### config.mk
export PLATFORM = sky130hd
export DESIGN_NAME = alu_mul_sequencer
export DESIGN_NICKNAME = d
export VERILOG_FILES = /design/src/rtl/alu_pkg.sv /design/src/rtl/alu_mul_sequencer.sv
export SDC_FILE = /design/constraint.sdc
export NUM_CORES = 1
export LEC_CHECK = 0
export CAP_MARGIN = 20
export CORE_UTILIZATION = 45
export DETAILED_ROUTE_END_ITERATION = 16
export PLACE_DENSITY = 0.82
export SYNTH_ARGS = -nofsm -noshare
export SYNTH_HDL_FRONTEND = slang
export SYNTH_SLANG_ARGS = --single-unit
### constraint.sdc
create_clock -name Clock -period 3.05 [get_ports Clock]
set_clock_uncertainty 0.15 [all_clocks]
set_input_delay 0.7625 -clock Clock [delete_from_list [all_inputs] [get_ports Clock]]
set_output_delay 0.7625 -clock Clock [all_outputs]
set_load 0.02 [all_outputs]
### src/rtl/alu_pkg.sv
// Shared ALU definitions: function-select encodings, flag bit positions and
// the state type of the shift-and-add multiply sequencer.
package alu_pkg;

  localparam logic [4:0] FS_PASSA = 5'b10000;
  localparam logic [4:0] FS_ADD32 = 5'b10100;
  localparam logic [4:0] FS_LSL32 = 5'b11011;

  localparam int FLAG_Z = 3;
  localparam int FLAG_C = 2;
  localparam int FLAG_N = 1;
  localparam int FLAG_O = 0;

  typedef enum logic [2:0] {
    ST_IDLE,
    ST_LOAD,
    ST_ADD,
    ST_SHIFT,
    ST_FLAGS,
    ST_DONE
  } mul_state_t;

endpackage

### src/rtl/alu_mul_sequencer.sv
// Unsigned shift-and-add multiplier controller that borrows the shared ALU
// for every add and shift; Product keeps the low WIDTH bits, Ovf the rest.
module alu_mul_sequencer
  import alu_pkg::*;
#(
  parameter int WIDTH      = 32,
  parameter int ITER       = 32,
  parameter bit EARLY_EXIT = 1'b1
) (
  input  logic             Clock,
  input  logic             Reset,
  input  logic             Start,
  input  logic [WIDTH-1:0] Mcand,
  input  logic [WIDTH-1:0] Mplr,
  input  logic [WIDTH-1:0] ALUOut,
  output logic [WIDTH-1:0] ALU_A,
  output logic [WIDTH-1:0] ALU_B,
  output logic [4:0]       ALU_FunSel,
  output logic             ALU_WF,
  output logic             Busy,
  output logic             Done,
  output logic [WIDTH-1:0] Product,
  output logic             Ovf
);

  localparam int CW = $clog2(ITER + 1);
  localparam logic [CW-1:0] CNT_ONE  = CW'(1);
  localparam logic [CW-1:0] CNT_LAST = CW'(ITER);

  mul_state_t state, state_next;

  logic [WIDTH-1:0] acc;
  logic [WIDTH-1:0] mc;
  logic [WIDTH-1:0] mp;
  logic [CW-1:0]    cnt;
  logic [CW-1:0]    cnt_inc;
  logic [WIDTH-1:0] mp_shr;

  assign cnt_inc = cnt + CNT_ONE;
  assign mp_shr  = mp >> 1;

  always_ff @(posedge Clock) begin
    if (!Reset) begin
      state   <= ST_IDLE;
      acc     <= '0;
      mc      <= '0;
      mp      <= '0;
      cnt     <= '0;
      Product <= '0;
      Ovf     <= 1'b0;
    end else begin
      state <= state_next;
      case (state)
        ST_IDLE: begin
          if (Start) begin
            mc  <= Mcand;
            mp  <= Mplr;
            acc <= '0;
            cnt <= '0;
            Ovf <= 1'b0;
          end
        end
        ST_ADD: begin
          acc <= ALUOut;
          if (ALUOut < acc) Ovf <= 1'b1;
        end
        ST_SHIFT: begin
          // A set top bit of mc is lost by the shift; it only matters if a later multiplier bit still needs it.
          mc  <= ALUOut;
          if (mc[WIDTH-1] && (mp[WIDTH-1:1] != '0)) Ovf <= 1'b1;
          mp  <= mp_shr;
          cnt <= cnt_inc;
        end
        ST_FLAGS: Product <= acc;
        default: ;
      endcase
    end
  end

  always_comb begin
    state_next = state;
    ALU_A      = '0;
    ALU_B      = '0;
    ALU_FunSel = FS_PASSA;
    ALU_WF     = 1'b0;
    Busy       = (state != ST_IDLE);
    Done       = 1'b0;
    case (state)
      ST_IDLE: begin
        if (Start) state_next = ST_LOAD;
      end
      ST_LOAD: begin
        if (EARLY_EXIT && (mp == '0)) state_next = ST_FLAGS;
        else if (mp[0])               state_next = ST_ADD;
        else                          state_next = ST_SHIFT;
      end
      ST_ADD: begin
        ALU_A      = acc;
        ALU_B      = mc;
        ALU_FunSel = FS_ADD32;
        state_next = ST_SHIFT;
      end
      ST_SHIFT: begin
        ALU_A      = mc;
        ALU_FunSel = FS_LSL32;
        if ((cnt_inc == CNT_LAST) || (EARLY_EXIT && (mp_shr == '0))) state_next = ST_FLAGS;
        else if (mp[1])                                              state_next = ST_ADD;
        else                                                         state_next = ST_SHIFT;
      end
      ST_FLAGS: begin
        // Pass the product through with flag write so Z/N describe the result.
        ALU_A      = acc;
        ALU_WF     = 1'b1;
        state_next = ST_DONE;
      end
      ST_DONE: begin
        Done       = 1'b1;
        state_next = ST_IDLE;
      end
      default: state_next = ST_IDLE;
    endcase
  end

endmodule

==> impl_metrics.json <==
{
  "pre_cts_slack_ps": 170.6,
  "regArea_um2": 2763,
  "async_flop_share": 0,
  "powerDensity_nw_per_um2": 524.6,
  "die_height_um": 126.8,
  "rows": 45,
  "min_from": "Product[2]",
  "area_growth_pct": 38.04,
  "ys_seq_area_frac": 0.3944,
  "fin_tns_setup_ps": 0,
  "cts_buffers": 17,
  "dr.pass1.iters": 5,
  "numClockSinks": 138,
  "clockBufferDepth": 2,
  "grt_max_degree": 85,
  "core_area_um2": 15200,
  "synth-simple-area-share": 0.2656,
  "r2r_setup_slack_ps": 590,
  "grt_antenna_before_repair": 0,
  "grt_pass1_vias": 6890,
  "overflow": 0,
  "cp.required_ps": 2140,
  "hold_class": "reg -> reg",
  "grt_pass1_wl_um": 34640,
  "post_drt_wl_per_cell_um": 16.58,
  "end_kind": "primary output",
  "drc": 0,
  "synth_top_family_by_area": "simple AND/OR/NAND/NOR gates",
  "hold_depth": 2,
  "fill_cells": 1318,
  "vias_per_cell": 5.610,
  "synth_edf_count": 0,
  "share_comb_of_total_power": 0.187,
  "leakagePower_nw": 3.852,
  "ir_drop_uv": 409.1,
  "multi_input_area_um2": 3736,
  "p_seq_frac": 0.404,
  "cp.arrival_ps": 2050,
  "grt.total_usage": 0.2730,
  "status": "finished clean",
  "path_class": "reg -> out",
  "insertion_delay_ps": 420,
  "drtIter0Drc": 632,
  "cts.reportedPaths.clkPinSlew_ps": 60,
  "place.gp.congestion": 0.8100,
  "rsz0062_at_grt": "no",
  "dp_hpwl_um": 14680,
  "io-pin-count": 204,
  "drv_slew": 0,
  "finalSetupViolCount": 0,
  "switching_share": 0.2840,
  "synth.avg_cell_area_um2": 7.573,
  "synthMuxAreaShare": 0.001429,
  "r2r_end": "cnt[2]",
  "root_buffer": "clkbuf_16",
  "vias": 7276,
  "cts_hold_repair.buffers": 0,
  "r2r_cells": 7,
  "layout_common_cells": "nand2_1 (242), dfxtp_1 (138), clkdlybuf4s50_1 (133)",
  "fin_ws_ps": 83.16,
  "holdPathEnd": "Product[2]",
  "dieArea_um2": 16070,
  "power_frac_clock": 0.409,
  "layout-drive-gt1-share": 0.07665,
  "final_common_cell": "nand2_1",
  "hold_violations": 0,
  "worst_pin_slew_ps": 768.5,
  "start_util": 0.4608,
  "wl_um": 21500,
  "die_w_um": 126.8,
  "antennaDiodeCount": 0,
  "synthAdderAreaFrac": 0.05715,
  "syn_nets": 1056,
  "nNetsFinal": 1227,
  "min_period_ps": 2967,
  "ant_nets": 0,
  "fin_hold_ws_ps": 302.1,
  "finalCritPeriodShare": 0.9727,
  "ys_warn_count": 0,
  "power.internal_mw": 3.632,
  "worst_setup_path_start_kind": "register",
  "synth_cells": 925,
  "power_mw": 5.073,
  "drv_cap": 0,
  "htreeDepth": 4,
  "p_switching_mw": 1.441,
  "slew_headroom": 0.4877,
  "r2r_start": "state[1]",
  "fin_util": 0.6361,
  "ys_seq_elements": 138,
  "synth_flop_cell": "dfxtp_1",
  "synth_cell_types": 41,
  "netlist_area_um2": 7005,
  "cts_tree": "yes",
  "numPortBuffers": 202,
  "fmax_mhz": 337.1,
  "crit_fanout": 31,
  "synth_compound_area_frac": 0.2056,
  "synth_xor_area_frac": 0
}
-- area by class of cell --
type                    instances  share of cell area
inverters                      39             0.01540
multi-input cells             673              0.3863
well taps                     188             0.02432
clock inverters                10             0.01190
clock buffers                  22             0.05007
flip-flops and latches        138              0.2857
repair buffers                227              0.2263
-- stage by stage --
step	std cells	instance area, µm²
final	1297	9671
after global routing	1297	9671
after CTS	1297	9699
after detailed placement	1265	9178
after global placement	1265	9178
after floorplan	925	7005
-- power by group through the flow --
stage | combinational, mW | sequential [mW] | clock (mW)
floorplan | 0.589 | 2.04 | 0
global placement | 0.937 | 2.08 | 0
detailed placement | 0.959 | 2.08 | 0
CTS | 0.947 | 2.05 | 2.10
global route | 1.05 | 2.07 | 2.18
finish | 0.950 | 2.05 | 2.07
-- metal layers --
metal | up-vias | routed length (µm) | GRT usage | share of wire
met5 | - | 0 | 0 | 0
met4 | 0 | 789 | 0.1562 | 0.037
met3 | 59 | 1539 | 0.05778 | 0.072
met2 | 300 | 10200 | 0.4488 | 0.47
met1 | 3369 | 8969 | 0.3320 | 0.42
li1 | 3548 | - | - | -
-- registers in the layout, indices dropped and copies added (netlist names) --
register / cells
Ovf: 1
acc: 32
state: 3
cnt: 6
mp: 32
Product: 32
mc: 32
-- cell usage after synthesis (2+ instances only) --
library cell / instances / area share
a22o_1: 31 / 0.039
a211oi_1: 3 / 0.0032
a21o_1: 2 / 0.0021
a21oi_1: 86 / 0.061
inv_2: 2 / 0.0011
buf_1: 4 / 0.0021
ha_1: 32 / 0.057
and2_1: 32 / 0.029
buf_4: 5 / 0.0054
nor4_1: 6 / 0.0054
buf_2: 29 / 0.021
o21ai_0: 14 / 0.010
nand2b_1: 2 / 0.0018
nor2_1: 84 / 0.045
a2111oi_0: 3 / 0.0038
nand4_1: 7 / 0.0063
a31oi_1: 4 / 0.0036
nand2_1: 244 / 0.13
nand3_1: 40 / 0.029
clkbuf_1: 31 / 0.017
buf_6: 6 / 0.0096
nor4_2: 2 / 0.0036
inv_1: 37 / 0.020
nor3_1: 4 / 0.0029
a311oi_1: 61 / 0.076
a221oi_1: 2 / 0.0025
dfxtp_1: 138 / 0.39
-- cells by family (layout without fill, tap and decap cells) --
group / count (synthesis) / after routing
simple gates: 429 / 429
compound gates: 210 / 210
flops: 138 / 138
buf+inv: 114 / 298
fa+ha+maj: 32 / 32
other cells: 1 / 1
mux: 1 / 1
-- how the worst max path moves through the flow --
stage	from	end	slack, ps	cells past startpoint
2_1_floorplan	state[1]	ALU_B[22]	610	7
3_3_place_gp	state[1]	ALU_B[0]	260	7
3_5_place_dp	ALUOut[1]	Ovf	170	7
4_1_cts	state[0]	ALU_WF	20	5
5_1_grt	state[1]	ALU_B[9]	0.2	7
6_report	state[1]	ALU_A[18]	80	6
-- worst max-delay path: stages (launching register included) --
cell           delay, ps
dfxtp_1              400
nor2b_4              230
nand2b_2             100
nand2_1              150
buf_12               220
a22o_1               170
dlygate4sd2_1        350
-- repair_timing --
action	4_1_cts	5_1_grt
endpoints found under the hold margin	0	0
setup buffers	0	0
resized for setup	66	55
endpoints found under the setup margin	66	44
(Power assumes the default switching activity.)
